File: config.mk
export PLATFORM = sky130hd
export DESIGN_NAME = issue_queue_2picker
export DESIGN_NICKNAME = d
export VERILOG_FILES = /design/src/rtl/issue_queue_2picker.sv
export SDC_FILE = /design/constraint.sdc
export NUM_CORES = 1
export LEC_CHECK = 0
export ABC_AREA = 1
export CAP_MARGIN = 0
export CORE_MARGIN = 4
export CORE_UTILIZATION = 40
export CTS_CLUSTER_SIZE = 8
export DETAILED_ROUTE_END_ITERATION = 10
export PLACE_DENSITY = 0.64
export SYNTH_ARGS = -nofsm -noshare
export SYNTH_HDL_FRONTEND = slang
export SYNTH_SLANG_ARGS = --single-unit
export TNS_END_PERCENT = 50
File: constraint.sdc
create_clock -name sys_clk -period 2.8 [get_ports sys_clk]
set_input_delay 0.56 -clock sys_clk [delete_from_list [all_inputs] [get_ports sys_clk]]
set_output_delay 0.56 -clock sys_clk [all_outputs]
set_load 0.03 [all_outputs]
File: src/rtl/issue_queue_2picker.sv
// In-order issue queue: single enqueue port, two in-order dequeue ports.
// out0 presents the oldest entry, out1 the second-oldest; out1 pops only alongside out0.
module issue_queue_2picker #(
  parameter int WIDTH = 8,
  parameter int DEPTH = 4
) (
  input  logic             sys_clk,
  input  logic             sys_rst,
  input  logic             in_valid,
  input  logic [WIDTH-1:0] in_data,
  input  logic             out0_ready,
  input  logic             out1_ready,
  output logic             in_ready,
  output logic             out0_valid,
  output logic [WIDTH-1:0] out0_data,
  output logic             out1_valid,
  output logic [WIDTH-1:0] out1_data
);

  localparam int PW = (DEPTH > 1) ? $clog2(DEPTH) : 1;
  localparam int CW = $clog2(DEPTH + 1);

  logic [WIDTH-1:0] r_mem [DEPTH];
  logic [PW-1:0]    r_head;
  logic [PW-1:0]    r_tail;
  logic [CW-1:0]    r_count;

  logic             w_push;
  logic             w_fire0;
  logic             w_fire1;
  logic [1:0]       w_pops;
  logic [PW-1:0]    w_head1;
  logic [PW-1:0]    w_head_nxt;
  logic [PW-1:0]    w_tail_nxt;
  logic [CW-1:0]    w_count_nxt;

  // Pointer increment with explicit wrap so DEPTH need not be a power of two.
  function automatic logic [PW-1:0] f_inc(input logic [PW-1:0] p);
    if (p == PW'(DEPTH - 1)) begin
      f_inc = '0;
    end else begin
      f_inc = p + PW'(1);
    end
  endfunction

  assign in_ready   = (r_count < CW'(DEPTH));
  assign out0_valid = (r_count >= CW'(1));
  assign out1_valid = (r_count >= CW'(2));
  assign w_head1    = f_inc(r_head);
  assign out0_data  = out0_valid ? r_mem[r_head]  : '0;
  assign out1_data  = out1_valid ? r_mem[w_head1] : '0;

  assign w_push  = in_valid & in_ready;
  assign w_fire0 = out0_valid & out0_ready;
  assign w_fire1 = w_fire0 & out1_valid & out1_ready;
  assign w_pops  = {1'b0, w_fire0} + {1'b0, w_fire1};

  always_comb begin
    w_head_nxt = r_head;
    case (w_pops)
      2'd0:    w_head_nxt = r_head;
      2'd1:    w_head_nxt = w_head1;
      2'd2:    w_head_nxt = f_inc(w_head1);
      default: w_head_nxt = r_head;
    endcase
  end

  always_comb begin
    w_tail_nxt = r_tail;
    if (w_push) begin
      w_tail_nxt = f_inc(r_tail);
    end else begin
      w_tail_nxt = r_tail;
    end
  end

  assign w_count_nxt = r_count + CW'(w_push) - CW'(w_pops);

  always_ff @(posedge sys_clk or posedge sys_rst) begin
    if (sys_rst) begin
      r_head  <= '0;
      r_tail  <= '0;
      r_count <= '0;
    end else begin
      r_head  <= w_head_nxt;
      r_tail  <= w_tail_nxt;
      r_count <= w_count_nxt;
    end
  end

  // Payload storage is not reset; validity is tracked solely by r_count.
  always_ff @(posedge sys_clk) begin
    if (w_push) begin
      r_mem[r_tail] <= in_data;
    end
  end

endmodule

==> impl_results.md, run 1 <==
- Status: finished, final reports clean
- #FFs+latches synth: 39
- CP Max Fanout: 18
- Worst r2r path cells: 13
- Rel. slew slack: 0.782
- GP Congestion: 0.830
- Metal1 wirelength: 1960 um
- Final setup vio count: 0
- CTS max path bufs: 2
- Syn Inst Count: 253
- Die Footprint: 6710 um^2
- Dpl ws: 0.0309 ns
- Required @ worst endpoint: 2.24 ns
- Final core utilization: 0.514
- Fin. max-slew vios: 0
- Worst skew pair latency: 0.29 ns
- CP dominant cell by count: nand2_1
- CP bufs+invs: 2
- Routed wl met2: 2350 um
- Worst path depth: 6
- Final nets: 317
- First-pass GRT wire length: 7510 um
- Crit end category: output port
- Vias in the first global route: 1623
- Crit path cell chain: inv_4 -> nand2_1 -> nand3_1 -> nand2_1 -> nor2_1 -> clkdlybuf4s50_1
- Top sig layer: met4
- RSZ-0062 raised after global routing: no
- Number of top-level pins: 32
- Die width: 81.9 um
- Slowest stage delay, CP: 0.69 ns
- Largest net degree at the start of global routing: 19
- Final setup margin: 0.201 ns
- Multi-input logic area: 827 um^2
- Post-synth top flop: edfxtp_1
- Final-report hold violation count: 0
- Sequential share of the synthesized area: 0.520
- CP max-delay cell: clkdlybuf4s50_1
- Synthesis-to-finish area growth: 22.6%
- Worst R2R Setup Slack: 0.36 ns
- Drt initial violations: 86
- Worst Hold Class: input port to asynchronous set/reset pin
- Post-synth ARST share: 0.179
- Minimum clock period: 2.60 ns
- DR WL/cell: 12.9 um
- Placeable Area: 5200 um^2
- Synthesized area: 2180 um^2
- Syn_nets: 278
- Met3 Wirelength: 291 um
- # rows: 26
- Reg area: 1140 um^2
- Drt first pass iters: 4
- Remaining Overflow, GRT: 0
- Post-CTS Hold Buffers: 0
- All-Layer GR Usage: 0.151
- DR vias/cell: 4.65
- CTS tree: yes
- FILL cells: 499
- Initial core utilization: 0.420
- Share of cells above drive strength 1: 0.113
- DIE HEIGHT: 81.9 um
- Residual DRC: 0
- Layout Skew: 0.00987 ns
- Period Utilization, post-route: 0.928
- Initial antenna violation count: 0
- Clock slew seen by the registers of the worst setup and hold paths: 0.08 ns
- EDFF count, synth: 32
- Yosys warnings: 0
- Setup TNS: 0 ns
- Clk sinks: 39
- WP data arrival: 2.04 ns
- Max Freq: 385 MHz
- Worst Max-Slew Pin Slew: 0.325 ns
- Synth Area per Inst: 8.63 um^2
- Largest delay share family, worst path: buffers and inverters
- CP Launch Type: flip-flop
- Maximum capacitance violations: 0
- TritonCTS Buffers: 5
- Root Driver: clkbuf_8
- DPL Wire Length: 3230 um
- N_diodes: 0
- IO buf count: 31
- DRT Wirelength: 4670 um
- Synth cell types: 24
- Max H-tree Level: 2
- Post-CTS Setup Bufs: 0
- Critical path type: flip-flop to output port
- Routed Antenna Nets: 0
- Vias: 1687
-- cells by family (layout without fill, tap and decap cells) --
family,count (synthesis),after routing,share of synthesized area
AO/OA/AOI/OAI,20,20,0.0458
XOR/XNOR,2,2,0.00802
adder cells (fa/ha/maj),12,12,0.0722
buffers and inverters,48,88,0.101
flip-flops,39,39,0.520
AND/OR/NAND/NOR,132,132,0.253
-- cell usage after synthesis (2+ instances only) --
| cell | instances | area share |
|---|---|---|
| nand2_1 | 86 | 0.15 |
| inv_1 | 35 | 0.060 |
| edfxtp_1 | 32 | 0.44 |
| nor2_1 | 23 | 0.040 |
| a21oi_1 | 19 | 0.044 |
| nand3_1 | 19 | 0.044 |
| ha_1 | 11 | 0.063 |
| dfrtp_1 | 7 | 0.080 |
| buf_2 | 4 | 0.0092 |
| buf_4 | 2 | 0.0069 |
| buf_6 | 2 | 0.010 |
-- layer usage --
layer / vias to the layer above / track usage
li1: 872 / -
met1: 761 / 0.178
met2: 46 / 0.266
met3: 8 / 0.0439
met4: 0 / 0.0465
met5: - / 0
-- cell usage in the layout (no fill, tap or decap), drive strengths merged --
master / Yosys / final
bufinv: 0 / 1
edfxtp: 32 / 32
nand3: 20 / 20
a21oi: 19 / 19
nor2: 24 / 24
o21ai: 1 / 1
xor2: 1 / 1
clkbuf: 1 / 5
dfrtp: 7 / 7
fa: 1 / 1
ha: 11 / 11
clkinv: 1 / 3
clkdlybuf4s50: 0 / 23
nand2: 88 / 88
inv: 37 / 37
buf: 9 / 19
xnor2: 1 / 1
-- stage by stage --
step | instances | hold WS [ns] | cell area (um^2)
final | 363 | 0.511 | 2680
after global placement | 355 | 0.511 | 2570
after detailed placement | 355 | 0.512 | 2570
after global routing | 363 | 0.541 | 2680
after CTS | 363 | 0.531 | 2680
after floorplan | 253 | 0.363 | 2180
-- area by class of cell --
type	count	share of cell area
flip-flops and latches	39	0.425
multi-input cells	166	0.309
repair buffers	42	0.139
inverters	38	0.0542
well taps	70	0.0327
clock buffers	5	0.0257
clock inverters	3	0.0145
-- final timing paths --
check | start | to
max in group asynchronous | sys_rst | r_head[0]
max reg2reg | r_count[1] | r_count[2]
min in group sys_clk | r_count[0] | r_count[0]
min reg2reg | r_count[0] | r_count[0]
min | sys_rst | r_count[2]
max | r_head[0] | out0_data[4]
-- flip-flops by register name (all words and copies together) (netlist names) --
| register | count |
|---|---|
| r_count | 3 |
| r_head | 2 |
| r_mem | 32 |
| r_tail | 2 |
-- what timing repair did --
action	in CTS	in global routing
endpoints found under the hold margin	0	0
endpoints found under the setup margin	0	6
gates resized for setup	0	1
Power of run 1 is left out: the tool's default activity adds up to more than one toggle a clock period on the data nets, which glitch-free logic cannot reach.
==> run 2: changes to the inputs <==
- CORE_UTILIZATION: 40 -> 35
- PLACE_DENSITY: 0.64 -> 0.58
==> run 2 against run 1 <==
Against the previous run: routed wire length is 4.5% higher; global-route usage is 1.2 points lower; design area is 0.42% lower; sequential share of layout area is 0.13 points higher; count of clock-buffer cells in the layout is 2 higher; utilization is 6.9 points lower; first-iteration DRC count is 14% lower; cell count is 1.4% higher; critical path type unchanged; largest cell class unchanged.
==> impl_results.md, run 2 (same netlist as run 1, synthesis figures left out) <==
- Placeable Area: 5990 um^2
- Slowest stage delay, CP: 0.68 ns
- Max Freq: 375 MHz
- Period Utilization, post-route: 0.952
- TritonCTS Buffers: 5
- Reg area: 1140 um^2
- Multi-input logic area: 827 um^2
- Vias in the first global route: 1692
- Minimum clock period: 2.67 ns
- CP dominant cell by count: nand2_1
- Final nets: 317
- CP max-delay cell: clkdlybuf4s50_1
- Critical path type: flip-flop to output port
- WP data arrival: 2.11 ns
- Setup TNS: 0 ns
- IO buf count: 31
- Maximum capacitance violations: 0
- Required @ worst endpoint: 2.24 ns
- Final setup vio count: 0
- Placed cell area: 2570 um^2
- Rel. slew slack: 0.755
- DIE HEIGHT: 87.0 um
- Dpl ws: 0.0564 ns
- CP Launch Type: flip-flop
- Layout Skew: 0.00639 ns
- Final instance area: 2670 um^2
- Remaining Overflow, GRT: 0
- Vias: 1695
- Most frequent cells in the layout: nand2_1, inv_1, edfxtp_1, nor2_1, clkdlybuf4s50_1
- DRT Wirelength: 4880 um
- Die Footprint: 7570 um^2
- Post-CTS Setup Bufs: 0
- Fin. max-slew vios: 0
- Die width: 87.0 um
- Top flop regs: r_mem (32), r_count (3)
- Largest net degree at the start of global routing: 19
- Final-report hold violation count: 0
- Post-CTS Hold Buffers: 0
- Max FFs per register: 32
- Max H-tree Level: 2
- Clock slew seen by the registers of the worst setup and hold paths: 0.07 ns
- Crit end category: output port
- GP Congestion: 0.807
- FILL cells: 605
- Share of cells above drive strength 1: 0.109
- N_diodes: 0
- Synthesis-to-finish area growth: 22.1%
- Worst Max-Slew Pin Slew: 0.368 ns
- # rows: 28
- Status: finished, final reports clean
- DPL Wire Length: 3350 um
- Clk sinks: 39
- All-Layer GR Usage: 0.140
- Number of top-level pins: 32
- CTS max path bufs: 2
- Drt initial violations: 74
- DR vias/cell: 4.61
- CTS resizes: 0
- Initial core utilization: 0.365
- CP Max Fanout: 8
- Worst skew pair latency: 0.28 ns
- DR WL/cell: 13.3 um
- Residual DRC: 0
- Drt first pass iters: 4
- First-pass GRT wire length: 8090 um
- RSZ-0062 raised after global routing: no
- Commonest non-fill, non-tap cell in the layout: nand2_1
- Root Driver: clkbuf_8
- CTS tree: yes
- Final setup margin: 0.133 ns
- Largest Register: r_mem
- Crit path cell chain: buf_4 -> nand2_1 -> nand3_1 -> nand2_1 -> nor2_1 -> clkdlybuf4s50_1
- Worst Hold Class: input port to asynchronous set/reset pin
- Initial antenna violation count: 0
- Routed Antenna Nets: 0
[run 2: worst max-delay path: cells and delay by family, from the launching register on]
family | cells | cell delay [ns]
simple gates | 4 | 0.33
flops | 1 | 0.57
buf+inv | 2 | 0.93
[run 2: metal layers]
metal | vias to the layer above | part of all wire | track usage
met5 | - | 0 | 0
met4 | 0 | 0.011 | 0.0425
met3 | 4 | 0.043 | 0.0284
met2 | 41 | 0.50 | 0.251
met1 | 779 | 0.45 | 0.167
li1 | 871 | - | -
[run 2: cell type report]
class,count,area share
flip-flops and latches,39,0.426
well taps,75,0.0352
clock buffers,7,0.0324
clock inverters,1,0.00188
inverters,38,0.0544
repair buffers,42,0.140
multi-input cells,166,0.310
[run 2: path summary, 6_finish.rpt]
check / startpoint / endpoint / slack, ns / depth (start not counted)
setup reg to reg: r_count[1] / r_count[2] / 0.36 / 13
min in group sys_clk: r_count[0] / r_count[0] / 0.54 / 1
hold reg to reg: r_count[0] / r_count[0] / 0.54 / 1
setup / recovery: r_head[0] / out0_data[1] / 0.13 / 6
hold / removal: sys_rst / r_tail[0] / 0.51 / 2
max in group asynchronous: sys_rst / r_tail[1] / 2.07 / 2
[run 2: metrics by stage]
stage	std cells	util	hold WS, ns
CTS	368	0.445	0.511
floorplan	253	-	0.363
detailed placement	360	0.430	0.527
global placement	360	0.430	0.520
finish	368	0.445	0.505
global route	368	0.445	0.544
Power of run 2 is left out for the same reason.
==> RTL edit 1: new RTL, flow settings as in run 2 <==
Set the parameter `WIDTH` to 12 (it was 8).
--- a/src/rtl/issue_queue_2picker.sv
+++ b/src/rtl/issue_queue_2picker.sv
@@ -3,3 +3,3 @@
 module issue_queue_2picker #(
-  parameter int WIDTH = 8,
+  parameter int WIDTH = 12,
   parameter int DEPTH = 4
Ports: changed (resized in_data, out0_data and out1_data); port bits go from 32 to 44. The function was not compared with the original's and may differ.
==> RTL edit 1 against run 2 <==
Non-clock buffer count is 16 higher; routed wire length increased by 42%; final area is 35% higher; clock skew grew 0.0044 ns; sequential cell count rose by 16; critical path depth unchanged; worst hold slack got worse by 0.023 ns; count of clock-buffer cells in the layout decreased by 2; worst setup slack better by 0.0073 ns; synthesized area is 36% higher; critical path type unchanged.
Power is left out: the tool's default activity adds up to more than one toggle a clock period on the data nets, which glitch-free logic cannot reach.
==> RTL edit 1: results (changes against run 2) <==
* WL met3 at 304 um (was 208 um)
* Final core utilization at 43.6% (was 44.5%)
* Gr usage total at 14.2% (was 14.0%)
* Largest net degree at the start of global routing at 29 (was 19)
* Met3 Track Usage GR at 2.71% (was 2.84%)
* WL met1 at 3060 um (was 2170 um)
* Layout Cells excl Fill at 485 (was 368)
* PortBufs at 43 (was 31)
* Final worst-path cycle share at 95.0% (was 95.2%)
* Average size of a mapped cell at 8.96 um^2 (was 8.63 um^2)
* Grt met1 use at 18.1% (was 16.7%)
* Outcome: completed (unchanged)
* Commonest cells post-synth: 105 x nand2_1, 48 x edfxtp_1, 33 x nor2_1, 32 x inv_1, 30 x nand3_1 (was 86 x nand2_1, 35 x inv_1, 32 x edfxtp_1, 23 x nor2_1)
* Sequential area share after synthesis at 54.4% (was 52.0%)
* Post-synth EDFFs at 48 (was 32)
* Met2 Track Usage GR at 24.7% (was 25.1%)
* Final net count at 409 (was 317)
* Vias in the first global route at 2267 (was 1692)
* WHS at 0.482 ns (was 0.505 ns)
* Fillers at 811 (was 605)
* Ys async rst share at 12.7% (was 17.9%)
* Top Registers: r_mem: 48 flops, r_count: 3 flops (was r_mem: 32 flops, r_count: 3 flops)
* Routed len/inst at 14.3 um (was 13.3 um)
* R2R Setup Slk at 0.29 ns (was 0.36 ns)
* Critical Path Sink: out0_data[4] (was out0_data[1])
* Worst-Margin Slew at 0.472 ns (was 0.368 ns)
## RTL edit 1: cell count changes in the layout (fill, tap and decap cells not counted), sizes merged, moves of 2 or more
cell | before | now
nand2 | 88 | 109
edfxtp | 32 | 48
buf | 19 | 30
nor2 | 24 | 35
nand3 | 20 | 30
o21ai | 1 | 10
or2 | 0 | 7
dlymetal6s2s | 0 | 3
clkbuf | 7 | 5
clkdlybuf4s50 | 23 | 25
clkinv | 2 | 0
inv | 37 | 35
## RTL edit 1: final cells by class
type                            count  area share (%)
Inverter                           35            3.72
Tap cell                          105            3.65
Multi-Input combinational cell    225            30.5
Clock buffer                        5            1.91
Clock inverter                      2            1.04
Timing Repair Buffer               58            14.3
Sequential cell                    55            44.9
## RTL edit 1: cells by family after synthesis
family	after synthesis	synth area share [%]
xor gates and xnor gates	2	0.589
AOI/OAI and AO/OA	30	5.34
adders and majority gates	12	5.30
and+or+nand+nor	181	25.7
buffers and inverters	52	8.75
DFF	55	54.4
==> RTL edit 2: new RTL, config.mk and constraints of run 2 <==
Made on the original files. Reset style: synchronous (`sys_rst`), changed in one clocked block.
--- a/src/rtl/issue_queue_2picker.sv
+++ b/src/rtl/issue_queue_2picker.sv
@@ -78,3 +78,3 @@
 
-  always_ff @(posedge sys_clk or posedge sys_rst) begin
+  always_ff @(posedge sys_clk) begin
     if (sys_rst) begin
Behaviour: differs if sys_rst is asserted again (counterexample within 4 cycles, from zero or initial values and one cycle with sys_rst high); with sys_rst held inactive, the same outputs for 10 cycles.
==> RTL edit 2 against run 2 <==
Final area up 4.0%; synthesized area up 2.0%; via count up 5.5%; die area up 1.8%; sequential cell count up 2; worst hold slack better by 0.016 ns; critical endpoint unchanged; largest cell class unchanged; final cell count up 4.1%; critical path depth down 1; worst setup slack better by 0.052 ns; routed wire length up 2.9%.
==> RTL edit 2: results (changes against run 2) <==
* Worst R2R End: r_count[2]$_SDFF_PP0_ (was r_count[2]$_DFF_PP0_)
* Placed cell areas at 0.00265 mm^2 (was 0.00257 mm^2)
* Via-per-instance ratio at 4.67 (was 4.61)
* Clock Latency Late Sink at 0.30 ns (was 0.28 ns)
* Final setup skew at 0.00629 ns (was 0.00639 ns)
* Synth cell types at 22 (was 24)
* Syn Nets at 290 (was 278)
* Outcome: completed (unchanged)
* Hpwl dp at 3500 um (was 3350 um)
* Reg clk slew, reported paths at 0.08 ns
* Top_reg_cell synth: edfxtp_1 (unchanged)
* Gr usage total at 14.5% (was 14.0%)
* Crit path DAT at 2.06 ns (was 2.11 ns)
* Cell depth of the worst flop-to-flop path at 16 (was 13)
* Worst rel slew slack at 73.7% (was 75.5%)
* CTS buffer count at 5 (unchanged)
* Vias in the first global route at 1776 (was 1692)
* Pre-CTS WS at 0.0125 ns (was 0.0564 ns)
* First-pass GRT wire length at 8490 um (was 8090 um)
* Critical path start-end classification: flop to output port (unchanged)
* First DRT Iteration DRCs at 99 (was 74)
* Commonest cells post-synth: 90 x nand2_1, 36 x inv_1, 32 x edfxtp_1, 26 x nor2_1, 20 x a21oi_1 (was 86 x nand2_1, 35 x inv_1, 32 x edfxtp_1, 23 x nor2_1)
* Worst Hold Class: flop to flop (was input pin to asynchronous set/reset pin)
* CTS H-tree depth at 2 (unchanged)
* Routed WL at 5020 um (was 4880 um)
* R2R Setup Slk at 0.39 ns (was 0.36 ns)
* Critical Path Sink: out0_data[1] (unchanged)
* Sequential area share after synthesis at 51.2% (was 52.0%)
* Final net count at 332 (was 317)
* Final worst-path cycle share at 93.4% (was 95.2%)
* Ys async rst share at 0% (was 17.9%)
* Top Registers: r_mem: 32 flops, r_count: 3 flops (unchanged)
* Synth area leaders: edfxtp_1 43%, nand2_1 15%, dfxtp_1 8.1%, ha_1 6.2%, inv_1 6.1% (was edfxtp_1 44%, nand2_1 15%, dfrtp_1 8.0%, ha_1 6.3%, inv_1 6.0%)
* Ratio of cells with drive above 1 in the final layout at 10.1% (was 10.9%)
* Critical path fanouts, max at 16 (was 8)
* Crit Reg-Reg Startpoint: r_count[2]$_SDFF_PP0_ (was r_count[1]$_DFF_PP0_)
* Largest net degree at the start of global routing at 18 (was 19)
* Routability cong. at 0.763 (was 0.807)
==> RTL edit 2: changes by cell type after synthesis, sizes merged, moves of 2 or more <==
cell	change
dfxtp	+9
nand2	+5
dfrtp	-7
inv	+3
nand3	-2
nor2	+3
==> RTL edit 2: area by class of cell <==
class                      count  area [um^2]
fill                         619         3290
sequential                    41         1140
multi-input combinational    174          848
timing repair buffer          45          424
inverter                      40          150
tap                           75         93.8
clock buffer                   5         68.8
clock inverter                 3         46.3
==> RTL edit 2: repair_timing <==
| action | 4_1_cts | 5_1_grt |
|---|---|---|
| endpoints found under the setup margin | 3 | 5 |
| gates resized for setup | 3 | 5 |
| gates cloned | 0 | 0 |
==> RTL edit 2: how the worst min path moves through the flow <==
stage / from / end / slack, ns / cells past startpoint
final: r_tail[0]$_SDFFE_PP0P_ / r_tail[0]$_SDFFE_PP0P_ / 0.52 / 2
after detailed placement: r_tail[0]$_SDFFE_PP0P_ / r_tail[0]$_SDFFE_PP0P_ / 0.51 / 2
after floorplan: r_tail[0]$_SDFFE_PP0P_ / r_tail[0]$_SDFFE_PP0P_ / 0.47 / 2
after global placement: r_tail[0]$_SDFFE_PP0P_ / r_tail[0]$_SDFFE_PP0P_ / 0.51 / 2
after CTS: r_tail[0]$_SDFFE_PP0P_ / r_tail[0]$_SDFFE_PP0P_ / 0.52 / 2
after global routing: r_tail[0]$_SDFFE_PP0P_ / r_tail[0]$_SDFFE_PP0P_ / 0.56 / 2
==> RTL edit 2: power by group through the flow <==
stage          combinational [W]  sequential [W]  clock [W]
6_report                 0.00167        0.000810   0.000480
3_3_place_gp             0.00169        0.000823          0
3_5_place_dp             0.00170        0.000823          0
2_1_floorplan            0.00115        0.000793          0
5_1_grt                  0.00186        0.000820   0.000516
4_1_cts                  0.00169        0.000809   0.000490
==> RTL edit 2: logic make-up after synthesis <==
kind of cell	count (synthesis)	share of synthesized area [%]
simple gates	139	25.7
fa+ha+maj	12	7.07
xor+xnor	1	0.393
flops	41	51.2
buf+inv	50	10.7
compound gates	22	4.94
==> RTL edit 2: metrics by stage <==
step | std cells | utilization [%]
floorplan | 265 | -
global placement | 375 | 43.7
detailed placement | 375 | 43.7
CTS | 383 | 45.5
global route | 383 | 45.7
finish | 383 | 45.7
==> RTL edit 2: critical path: stages (launching register included) <==
cell             delay, ns
dfxtp_1               0.51
inv_2                 0.22
nand2_1               0.12
a21oi_1               0.06
nor2_1                0.15
clkdlybuf4s50_1       0.69
==> RTL edit 2: layer usage <==
metal	share of wire (%)	wire [um]	up-vias	track usage, %
met5	0	0	-	0
met3	6.4	322	6	4.14
met4	1.6	82	0	6.14
met2	46	2330	55	23.0
met1	45	2290	813	18.4
li1	-	-	914	-
